==> src/rtl/rsp_capture_ctrl.sv <==
// Capture controller: counts one tap's samples into fixed-length packets, captures the chosen
// packet through a one-stage input register into a show-ahead FIFO and drains it ready/valid.
module rsp_capture_ctrl #(
  parameter int unsigned N_SRC      = 4,
  parameter int unsigned DATA_WIDTH = 16,
  parameter int unsigned PKT_LEN    = 1024,
  parameter int unsigned CNT_W      = 16,
  parameter int unsigned FIFO_DEPTH = 16
) (
  input  logic                          clk,
  input  logic                          rst,
  input  logic                          cfg_start,
  input  logic [$clog2(N_SRC)-1:0]      cfg_src,
  input  logic [CNT_W-1:0]              cfg_pkt_sel,
  input  logic [N_SRC-1:0]              src_valid,
  input  logic [N_SRC*DATA_WIDTH-1:0]   src_data,
  output logic                          cap_valid,
  output logic [DATA_WIDTH-1:0]         cap_data,
  output logic                          cap_last,
  input  logic                          cap_ready,
  output logic                          busy,
  output logic                          done,
  output logic                          overflow
);

  localparam int unsigned SrcW  = $clog2(N_SRC);
  localparam int unsigned AddrW = $clog2(FIFO_DEPTH);
  localparam int unsigned CntW  = AddrW + 1;
  localparam logic [CNT_W-1:0] LastSamp = CNT_W'(PKT_LEN - 1);
  localparam logic [CntW-1:0]  FullCnt  = CntW'(FIFO_DEPTH);

  typedef enum logic [2:0] {StIdle, StArm, StCapture, StDrain, StDone} state_e;

  state_e                r_state, w_state_d;
  logic                  r_busy, r_done, w_busy_d, w_done_d;
  logic [SrcW-1:0]       r_src_sel;
  logic [CNT_W-1:0]      r_pkt_sel, r_pkt_idx, r_samp_cnt;
  logic                  r_in_vld, r_in_last, r_overflow;
  logic [DATA_WIDTH-1:0] r_in_data;
  logic [DATA_WIDTH-1:0] r_mem_data [FIFO_DEPTH];
  logic                  r_mem_last [FIFO_DEPTH];
  logic [AddrW-1:0]      r_wr_ptr, r_rd_ptr;
  logic [CntW-1:0]       r_count;

  logic                  w_start, w_acc, w_cap, w_samp_last, w_empty, w_full;
  logic                  w_pop, w_push, w_drop;
  logic [DATA_WIDTH-1:0] w_sel_data;

  assign w_start     = (r_state == StIdle) && cfg_start;
  assign w_acc       = src_valid[r_src_sel] && (r_state == StArm || r_state == StCapture);
  assign w_samp_last = (r_samp_cnt == LastSamp);
  // In ARM only the first sample of the selected packet opens the capture window.
  assign w_cap       = w_acc && (r_state == StCapture ||
                                 (r_pkt_idx == r_pkt_sel && r_samp_cnt == '0));
  assign w_sel_data  = src_data[r_src_sel*DATA_WIDTH +: DATA_WIDTH];

  assign w_empty = (r_count == '0);
  assign w_full  = (r_count == FullCnt);
  assign w_pop   = !w_empty && cap_ready;
  assign w_push  = r_in_vld && (!w_full || w_pop);
  assign w_drop  = r_in_vld && w_full && !w_pop;

  always_ff @(posedge clk) begin
    if (rst) begin
      r_state <= StIdle;
      r_busy  <= 1'b0;
      r_done  <= 1'b0;
    end else begin
      r_state <= w_state_d;
      r_busy  <= w_busy_d;
      r_done  <= w_done_d;
    end
  end

  always_comb begin
    w_state_d = r_state;
    unique case (r_state)
      StIdle:    if (cfg_start) w_state_d = StArm;
      StArm:     if (w_cap) w_state_d = StCapture;
      StCapture: if (w_cap && w_samp_last) w_state_d = StDrain;
      // Exit in the same cycle the final beat leaves, so done follows it by one cycle.
      StDrain:   if (!r_in_vld && (w_empty || (r_count == CntW'(1) && w_pop)))
                   w_state_d = StDone;
      StDone:    w_state_d = StIdle;
      default:   w_state_d = StIdle;
    endcase
  end

  always_comb begin
    w_busy_d = (w_state_d != StIdle);
    w_done_d = (w_state_d == StDone);
  end

  always_ff @(posedge clk) begin
    if (rst) begin
      r_src_sel  <= '0;
      r_pkt_sel  <= CNT_W'(1);
      r_pkt_idx  <= CNT_W'(1);
      r_samp_cnt <= '0;
      r_in_vld   <= 1'b0;
      r_in_last  <= 1'b0;
      r_in_data  <= '0;
      r_wr_ptr   <= '0;
      r_rd_ptr   <= '0;
      r_count    <= '0;
      r_overflow <= 1'b0;
    end else begin
      r_in_vld  <= w_cap;
      r_in_last <= w_samp_last;
      r_in_data <= w_sel_data;
      if (w_start) begin
        r_src_sel  <= cfg_src;
        r_pkt_sel  <= (cfg_pkt_sel == '0) ? CNT_W'(1) : cfg_pkt_sel;
        r_pkt_idx  <= CNT_W'(1);
        r_samp_cnt <= '0;
        r_wr_ptr   <= '0;
        r_rd_ptr   <= '0;
        r_count    <= '0;
        r_overflow <= 1'b0;
      end else begin
        if (w_acc) begin
          if (w_samp_last) begin
            r_samp_cnt <= '0;
            if (r_pkt_idx != '1) r_pkt_idx <= r_pkt_idx + 1'b1;
          end else begin
            r_samp_cnt <= r_samp_cnt + 1'b1;
          end
        end
        if (w_push) r_wr_ptr <= r_wr_ptr + 1'b1;
        if (w_pop)  r_rd_ptr <= r_rd_ptr + 1'b1;
        r_count <= r_count + CntW'(w_push) - CntW'(w_pop);
        if (w_drop) r_overflow <= 1'b1;
      end
    end
  end

  always_ff @(posedge clk) begin
    if (w_push) begin
      r_mem_data[r_wr_ptr] <= r_in_data;
      r_mem_last[r_wr_ptr] <= r_in_last;
    end
  end

  // Head is forced to zero when empty so the outputs read 0 out of reset.
  assign cap_valid = !w_empty;
  assign cap_data  = w_empty ? '0 : r_mem_data[r_rd_ptr];
  assign cap_last  = !w_empty && r_mem_last[r_rd_ptr];
  assign busy      = r_busy;
  assign done      = r_done;
  assign overflow  = r_overflow;

endmodule

==> config.mk <==
export PLATFORM = sky130hd
export DESIGN_NAME = rsp_capture_ctrl
export DESIGN_NICKNAME = d
export VERILOG_FILES = /design/src/rtl/rsp_capture_ctrl.sv
export SDC_FILE = /design/constraint.sdc
export NUM_CORES = 1
export LEC_CHECK = 0
export ABC_AREA = 1
export CAP_MARGIN = 10
export CORE_UTILIZATION = 47
export CTS_BUF_LIST = sky130_fd_sc_hd__clkbuf_8
export CTS_CLUSTER_DIAMETER = 200
export DETAILED_ROUTE_END_ITERATION = 7
export PLACE_DENSITY = 0.71
export SLEW_MARGIN = 0
export SYNTH_ARGS = -nofsm -noshare
export SYNTH_HDL_FRONTEND = slang
export SYNTH_SLANG_ARGS = --single-unit
==> constraint.sdc <==
create_clock -name clk -period 3.1 [get_ports clk]
set_input_delay 0.31 -clock clk [delete_from_list [all_inputs] [get_ports clk]]
set_output_delay 0.31 -clock clk [all_outputs]
set_load 0.05 [all_outputs]
* Yosys cells after proc, flatten, opt, wreduce, memory -nomap -nowiden
Memories as Yosys holds them, arrays and structs flattened. A register that Yosys moved wholly into a read port is not among the register bits.
Cells that the tools add are included.
Widths: inputs -> output; s select.
** Word-level totals
- Flip-flop bits (word level) :: 87
- RAM bits :: 272
- Input bits :: 90
- Output and inout bits :: 21
- Logic and storage cells :: 76
- Memories kept :: 2
** Operators by class
- Add/sub/neg operators :: 6
- Order comparisons :: 1
- Equal/unequal tests :: 9
- Shift-type cells :: 1
- Mux-type cells :: 16
- Reductions and logical operators :: 27
** Memory list
- r_mem_data :: words 16, bits a word 16, rd ports 1, clocked after Yosys merged registers in 1, write ports 1, line 40 : logic [DATA_WIDTH-1:0] r_mem_data [FIFO_DEPTH];
- r_mem_last :: words 16, bits a word 1, rd ports 1, clocked after Yosys merged registers in 1, write ports 1, line 41 : logic r_mem_last [FIFO_DEPTH];
** Operator list (count)
- $shiftx 64x7->16 :: 1
- $mux 16 :: 3
- $add 16x1->16 const B :: 2
- $logic_not 16->1 :: 2
- $eq 16x10->1 const B :: 1
- $eq 16x16->1 :: 1
- $mux 4 :: 4
- $ne 16x16->1 const B :: 1
- $logic_and 1x1->1 :: 12
- $mux 3 :: 4
- $pmux 3 s4 :: 1
- $add 4x1->4 const B :: 2
- $eq 3x2->1 const B :: 2
- $add 5x1->5 :: 1
- $eq 5x1->1 const B :: 1
- $eq 5x5->1 const B :: 1
- $logic_not 5->1 :: 1
- $sub 5x1->5 :: 1
- $logic_not 1->1 :: 4
- $logic_or 1x1->1 :: 4
- $eq 3x1->1 const B :: 1
- $eq 3x3->1 const B :: 1
- $logic_not 3->1 :: 1
- $lt 2x3->1 const B :: 1
- 5 further kinds :: 7

* Logic depth before layout (Yosys ltp)
Gate-level depths: netlist of run 1.
- Depth after elaboration :: 9
- Depth in mapped cells :: 18
- Depth with buffers taken out :: 18

* Worst setup path before layout of run 1
No wires, ideal clock.
- Path kind :: reg-to-reg
- Start :: register r_count[3]
- End :: register r_count[4]
- Arrival time :: 2.789 ns
- Slack :: 0.241 ns
- Stages on the path, launching flop included :: 19
- Period minus slack after synthesis :: 2.859 ns
- Path through :: dfxtp_1 > inv_1 > ha_1 > nand2_1 > nor2_1 > inv_1 > nor2_2 > inv_1 > nand2_1 > inv_1 > ha_1 > inv_1 > ha_1 > fa_1 > nand2_1 > nand2_1 > a21oi_1 > o21ai_0 > a21oi_1
** On the way
- Longest elaborated chain between the ends :: 7
- Elaborated cells between the ends (all ways) :: 9
- Those cells by class :: 2 x add/sub; 1 x eq/ne; 6 x reduce/logical
** Ends and longest elaborated chain
- start, declared :: line 43 : logic [CntW-1:0] r_count;
- start signal, assigned :: line 131 : r_count <= r_count + CntW'(w_push) - CntW'(w_pop);
- $logic_not 5->1 * :: line 57 : assign w_empty = (r_count == '0);
- $logic_not 1->1 *
- net cap_valid :: line 17 : output logic cap_valid,
- $logic_and 1x1->1 * :: line 59 : assign w_pop = !w_empty && cap_ready;
- net w_pop :: line 46 : logic w_pop, w_push, w_drop;
- $logic_or 1x1->1 :: line 60 : assign w_push = r_in_vld && (!w_full || w_pop);
- $logic_and 1x1->1 :: line 60
- $add 5x1->5 :: line 131
- $sub 5x1->5 * :: line 131
Mark *: on every way through the listed nets, which the timed path passes. The rest lies on a longest branch.
A chain may end at the register's enable or synchronous reset.

==> reports/qor_table.md, run 1 <==
| Quantity | This run |
|:---|:---|
| Status | complete, no violations |
| Overall die height | 183 um |
| Max Slew Vio Count | 0 |
| Net switching fraction of the power | 30.8% |
| Initial Utilization | 48.2% |
| Maximum capacitance violations | 0 |
| Psw | 3710 uW |
| TritonRoute pass-1 iters | 7 |
| FILL cells | 2652 |
| Most frequent cells in the layout | 272 x edfxtp_1, 270 x nor2_1, 192 x o21ai_0 |
| Leakage power | 0.00646 uW |
| Num Clock Sinks | 363 |
| Fraction of the mapped netlist area in simple logic gates | 14.5% |
| I/O Buffers | 110 |
| Final count of hold timing violations | 0 |
| Post-Route Skew | 0.0450 ns |
| Unique masters post-synth | 47 |
| Worst-path clk slew | 0.06 ns |
| Total DRC errors in the routed layout | 0 |
| Comb pwr share | 23.2% |
| Relative contribution of the clock network to total power | 31.1% |
| Number of global-route vias before repair | 11000 |
| Highest net fanout along the worst path | 68 |
| Peak supply drop | 418 uV |
| Number of antenna violations at the first check in global routing | 0 |
| Setup repair after global routing missed its margin | no |
| Post-route minimum period | 3.00 ns |
| Slowest-stage cell, CP | dfxtp_4 |
| Maximum single-stage delay on the critical path | 0.43 ns |
| Die span in x | 183 um |
| Layout cells sized above 1 | 11.0% |
| Xor and xnor fraction of the mapped netlist area | 0.970% |
| Post-Syn Area | 15400 sq um |
| Dominant synthesized flop cell | edfxtp_1 |
| Share of Yosys cell area claimed by the top area cell type | 53.2% |
| Area overhead of the layout relative to synthesis | 19.3% |
| Biggest area contributors in the synthesized netlist | edfxtp_1 53%, dfxtp_1 12%, nor2_1 7.0%, o21ai_0 6.3%, nand2_1 3.7% |
| Summed negative setup slack over all endpoints | 0 ns |
| Period Utilization, post-route | 96.9% |
| Post-CTS Hold Fix Bufs | 0 |
| Maximum number of pins on one net before global-route repair | 87 |
| Worst hold path type | in -> reg |
| Async set-reset flop share out of synthesis | 0% |
| Reg power frac | 45.7% |
| Data required, critical path | 2.79 ns |
| Sequential area share after synthesis | 65.1% |
| Internal Dissipation | 8320 uW |
| Global-route wire length before repair | 59000 um |
| Post-route antenna net violation count | 0 |
| Cell mode on critical path | buf_12 |
| Count of H-tree levels built during CTS | 2 |
| Data arrival time of the worst path | 2.69 ns |
| Portion of netlist area occupied by mux cells | 0% |
| Worst hold slack after final layout | 0.290 ns |
| Detailed-placement wirelength estimate | 23900 um |
| Main combinational cell family by area after synthesis | simple AND/OR/NAND/NOR gates |
| Drt wl/cell | 18.0 um |
| Number of buffers created by CTS | 56 |
| Worst Setup Start Kind | flop |
| Cells along the critical path | inv_1 > buf_12 > o21ai_0 > o221ai_1 > nand3_1 > a21oi_1 > buf_12 |
| Nets in the synthesized netlist | 1565 |
| Count of flip-flops with a built-in enable after synthesis | 272 |
| Overall power of the completed layout | 12000 uW |
| Vias per inst | 5.51 |
| Number of nets in the layout | 1695 |
| CTS root buf | clkbuf_8 |
| Adder and majority gate portion of the synthesized area | 1.27% |
| Overall Global Routing Usage | 22.7% |
| Cell type contributing the most total cell area after synthesis | edfxtp_1 |
| Residual overflow from global routing | 0 |
| Synth Warn # | 0 |
| Critical path start-end classification | reg -> out |
| Post-synthesis sequential element count | 363 |
| Overall die area | 33400 sq um |
| Slew at the pin closest to its max-slew limit | 0.944 ns |
| Number of cells after detailed placement | 1967 |
| Non-Filler Instances | 2074 |
| Number of endpoints failing setup at the final stage | 0 |
| Most common cell after layout, fill and taps aside | edfxtp_1 |
| Power Density | 657 nW/um^2 |
| Storage cell area | 10000 sq um |
| Routed vias | 11400 |
| TritonCTS clock tree | done |
| Iter 0 DRT Violations | 1035 |
| Slew Limit Headroom | 37.0% |
| Footprint of the multi-input gates | 4710 sq um |
| Compound-gate portion of the synthesized area | 13.5% |
| RePlAce Congestion | 0.816 |
| Rows | 65 |
| Worst-skew pair later-pin latency | 0.62 ns |
| Detailed-route wire length | 37400 um |
| Critical path endpoint category | primary output |
| Timing-limited maximum frequency | 0.333 GHz |
| Synthesized instance count | 1460 |
| Total I/O pin count | 111 |
| Average size of a mapped cell | 10.5 sq um |
| Number of buffers on the longest clock path | 3 |
| Core Region | 31900 sq um |
[layer usage]
| metal | routed length (um) | share of wire (%) | up-vias | GRT usage (%) |
|---|---|---|---|---|
| li1 | - | - | 5411 | - |
| met1 | 16200 | 43 | 5479 | 31.2 |
| met2 | 17400 | 47 | 465 | 36.4 |
| met3 | 2790 | 7.4 | 79 | 3.91 |
| met4 | 990 | 2.6 | 0 | 7.83 |
| met5 | 0 | 0 | - | 0 |
[metrics by stage]
stage,utilization (%),setup slack [ns],instance area (sq um)
2_1_floorplan,-,0.241,15400
3_3_place_gp,54.0,0.507,17200
3_5_place_dp,54.0,0.418,17200
4_1_cts,57.4,0.0184,18300
5_1_grt,57.4,0.00837,18300
6_report,57.4,0.0973,18300
[state kept, by name (all words and copies together) (netlist names), 2 cells and up, named ones only]
| register | count |
|---|---|
| r_mem_data | 256 |
| r_in_data | 16 |
| r_mem_last | 16 |
| r_pkt_idx | 16 |
| r_pkt_sel | 16 |
| r_samp_cnt | 16 |
| r_count | 5 |
| r_rd_ptr | 4 |
| r_wr_ptr | 4 |
| r_state | 3 |
| r_src_sel | 2 |
[path summary, 6_finish.rpt]
| check | depth (start not counted) | from | to | slack, ns |
|---|---|---|---|---|
| worst min-delay path | 3 | cfg_src[1] | r_src_sel[1] | 0.29 |
| worst min register to register | 1 | r_rd_ptr[3] | r_rd_ptr[3] | 0.44 |
| worst max-delay path | 7 | flop | cap_data[6] | 0.1 |
| worst max register to register | 18 | r_count[2] | r_count[4] | 0.41 |
[layout make-up]
type	count	area share (%)
clock inverters	49	1.54
inverters	103	2.12
diodes	1	0.0137
flip-flops and latches	363	54.6
well taps	435	2.97
repair buffers	147	8.77
clock buffers	57	4.28
multi-input cells	919	25.7
[cells in the mapped netlist, types with 2 or more instances]
library cell	count
clkbuf_2	2
a21oi_1	66
buf_2	10
xor2_1	12
clkinv_1	4
nand3_1	54
ha_1	14
o221ai_1	56
nor2_1	286
inv_1	90
o22ai_1	20
nand2_2	2
nor2_4	4
o21ai_0	192
dfxtp_1	91
xnor2_1	5
edfxtp_1	272
inv_2	8
nand2_1	152
o21a_1	6
nor4_1	5
clkbuf_1	51
buf_4	5
nand4_1	9
buf_6	2
buf_1	5
nor3_1	11
nor2_2	3
a211oi_1	3
o21ai_1	3
[cells by family after synthesis]
group,after synthesis
buffers and inverters,178
adder cells (fa/ha/maj),15
AND/OR/NAND/NOR,533
XOR/XNOR,17
flip-flops,363
AO/OA/AOI/OAI,354
[power by group through the flow]
stage	logic, uW	registers (uW)	clock network, uW
floorplan	1550	5520	0
global placement	2740	5590	0
detailed placement	2760	5600	0
CTS	2770	5490	3820
global route	3000	5510	4020
finish	2790	5500	3750
[worst max-delay path, delay by kind of cell, from the launching register on]
kind	cells	cell delay, ns
AO/OA/AOI/OAI	3	0.83
buffers and inverters	3	0.62
flip-flops	1	0.43
AND/OR/NAND/NOR	1	0.20
[repair_timing]
action | CTS | global route
setup endpoints to repair | 1 | 13
pin swaps | 0 | 0
cloned | 0 | 0
resized for setup | 1 | 7
setup buffers | 0 | 0
No activity file was read; power rests on OpenSTA's default activity.
==> inputs of run 2 (changes only) <==
PLACE_DENSITY = unset   (was 0.71)
PLACE_DENSITY_LB_ADDON = 0.08   (was unset)
==> reports/qor_table.md, run 2 (same netlist as run 1, synthesis figures left out) <==
| Quantity | This run |
|:---|:---|
| Number of buffers added for setup after CTS | 0 |
| Worst-skew pair later-pin latency | 0.60 ns |
| Peak supply drop | 521 uV |
| Residual overflow from global routing | 0 |
| Slew at the pin closest to its max-slew limit | 1.06 ns |
| FILL cells | 2772 |
| RePlAce Congestion | 0.816 |
| Total I/O pin count | 111 |
| Total DRC errors in the routed layout | 0 |
| Rows | 65 |
| Maximum number of pins on one net before global-route repair | 69 |
| Layout cells sized above 1 | 11.4% |
| Data arrival time of the worst path | 2.66 ns |
| Data required, critical path | 2.79 ns |
| Num Clock Sinks | 363 |
| Overall die area | 33400 sq um |
| Most frequent cells in the layout | 272 x edfxtp_1, 270 x nor2_1, 192 x o21ai_0 |
| Number of global-route vias before repair | 11000 |
| Number of nets in the layout | 1702 |
| Number of flip-flops under the largest register name | 256 |
| Post-CTS Hold Fix Bufs | 0 |
| Quantity of gates resized following cts | 1 |
| Number of antenna violations at the first check in global routing | 0 |
| Cells along the critical path | buf_4 > o21ai_0 > o221ai_1 > nand3_1 > a21oi_1 > buf_12 |
| Timing-limited maximum frequency | 0.336 GHz |
| Number of cells after detailed placement | 1973 |
| Worst Setup Start Kind | flop |
| I/O Buffers | 110 |
| Non-Filler Instances | 2079 |
| Leakage power | 0.00656 uW |
| Status | complete, no violations |
| Critical path start-end classification | reg -> out |
| Worst-path clk slew | 0.07 ns |
| Critical path endpoint category | primary output |
| Antenna cell count | 0 |
| Reg-to-reg slack, setup | 0.48 ns |
| CTS root buf | clkbuf_8 |
| Initial Utilization | 48.2% |
| Detailed-placement wirelength estimate | 24600 um |
| Worst slack at placement | 0.441 ns |
| TritonRoute pass-1 iters | 5 |
| Number of buffers on the longest clock path | 3 |
| Max Slew Vio Count | 0 |
| Maximum single-stage delay on the critical path | 0.45 ns |
| Count of H-tree levels built during CTS | 2 |
| Die span in x | 183 um |
| Detailed-route wire length | 39600 um |
| Post-route minimum period | 2.97 ns |
| Slew Limit Headroom | 29.4% |
| Power Density | 678 nW/um^2 |
| Post-route antenna net violation count | 0 |
| Final count of hold timing violations | 0 |
| Highest net fanout along the worst path | 46 |
| Maximum capacitance violations | 0 |
| Number of endpoints failing setup at the final stage | 0 |
| Global-route wire length before repair | 61600 um |
| Worst Slack Setup Final | 0.126 ns |
| Area overhead of the layout relative to synthesis | 20.9% |
| Overall Global Routing Usage | 24.1% |
| Slowest-stage cell, CP | buf_4 |
| Most common cell after layout, fill and taps aside | edfxtp_1 |
| Number of buffers created by CTS | 57 |
| Drt wl/cell | 19.1 um |
| TritonCTS clock tree | done |
| Core Region | 31900 sq um |
| Routed vias | 11300 |
| Worst hold path type | in -> reg |
| Post-Route Skew | 0.0319 ns |
| Iter 0 DRT Violations | 846 |
| Period Utilization, post-route | 95.9% |
| Overall die height | 183 um |
| Largest Register | r_mem_data |
| Summed negative setup slack over all endpoints | 0 ns |
| Vias per inst | 5.44 |
==> run 2: per-stage QoR <==
stage / hold WS, ns / power [uW] / util, % / area, sq um
2_1_floorplan: 0.412 / 7070 / - / 15400
3_3_place_gp: 0.438 / 8360 / 54.3 / 17300
3_5_place_dp: 0.439 / 8380 / 54.3 / 17300
4_1_cts: 0.269 / 12700 / 58.2 / 18500
5_1_grt: 0.306 / 13100 / 58.2 / 18600
6_report: 0.310 / 12600 / 58.2 / 18600
==> run 2: where the power goes <==
| part | switching [uW] | leakage, uW | total [uW] | internal, uW |
|---|---|---|---|---|
| combinational | 1720 | 0.00266 | 2800 | 1080 |
| clock | 1870 | 0.000670 | 4300 | 2430 |
| sequential | 142 | 0.00323 | 5480 | 5340 |
==> run 2: metal layers <==
layer / track usage [%] / up-vias / routed length [um]
met5: 0 / - / 0
met4: 7.90 / 0 / 963
met3: 3.89 / 69 / 2240
met2: 40.5 / 355 / 19600
met1: 32.0 / 5441 / 16800
li1: - / 5440 / -
==> run 2: worst paths after layout <==
path                                      from      endpoint  cells after the start
worst max-delay path                      flop  cap_data[12]                      6
worst min-delay path            cfg_pkt_sel[1]  r_pkt_sel[1]                      3
worst max register to register      r_count[3]    r_count[4]                     18
worst min register to register     r_rd_ptr[3]   r_rd_ptr[3]                      1
==> run 2: critical path: cells and delay by family (launching register included) <==
kind / cells / cell delay [ns]
AOI/OAI and AO/OA: 3 / 0.94
buffers and inverters: 2 / 0.66
DFF: 1 / 0.34
and+or+nand+nor: 1 / 0.11
==> run 2: cell type report <==
cell class,instances,area (sq um),area share [%]
clock buffers,62,853,4.60
clock inverters,44,380,2.05
inverters,103,390,2.10
multi-input cells,919,4690,25.3
flip-flops and latches,363,9990,53.8
well taps,435,544,2.93
repair buffers,153,1710,9.19
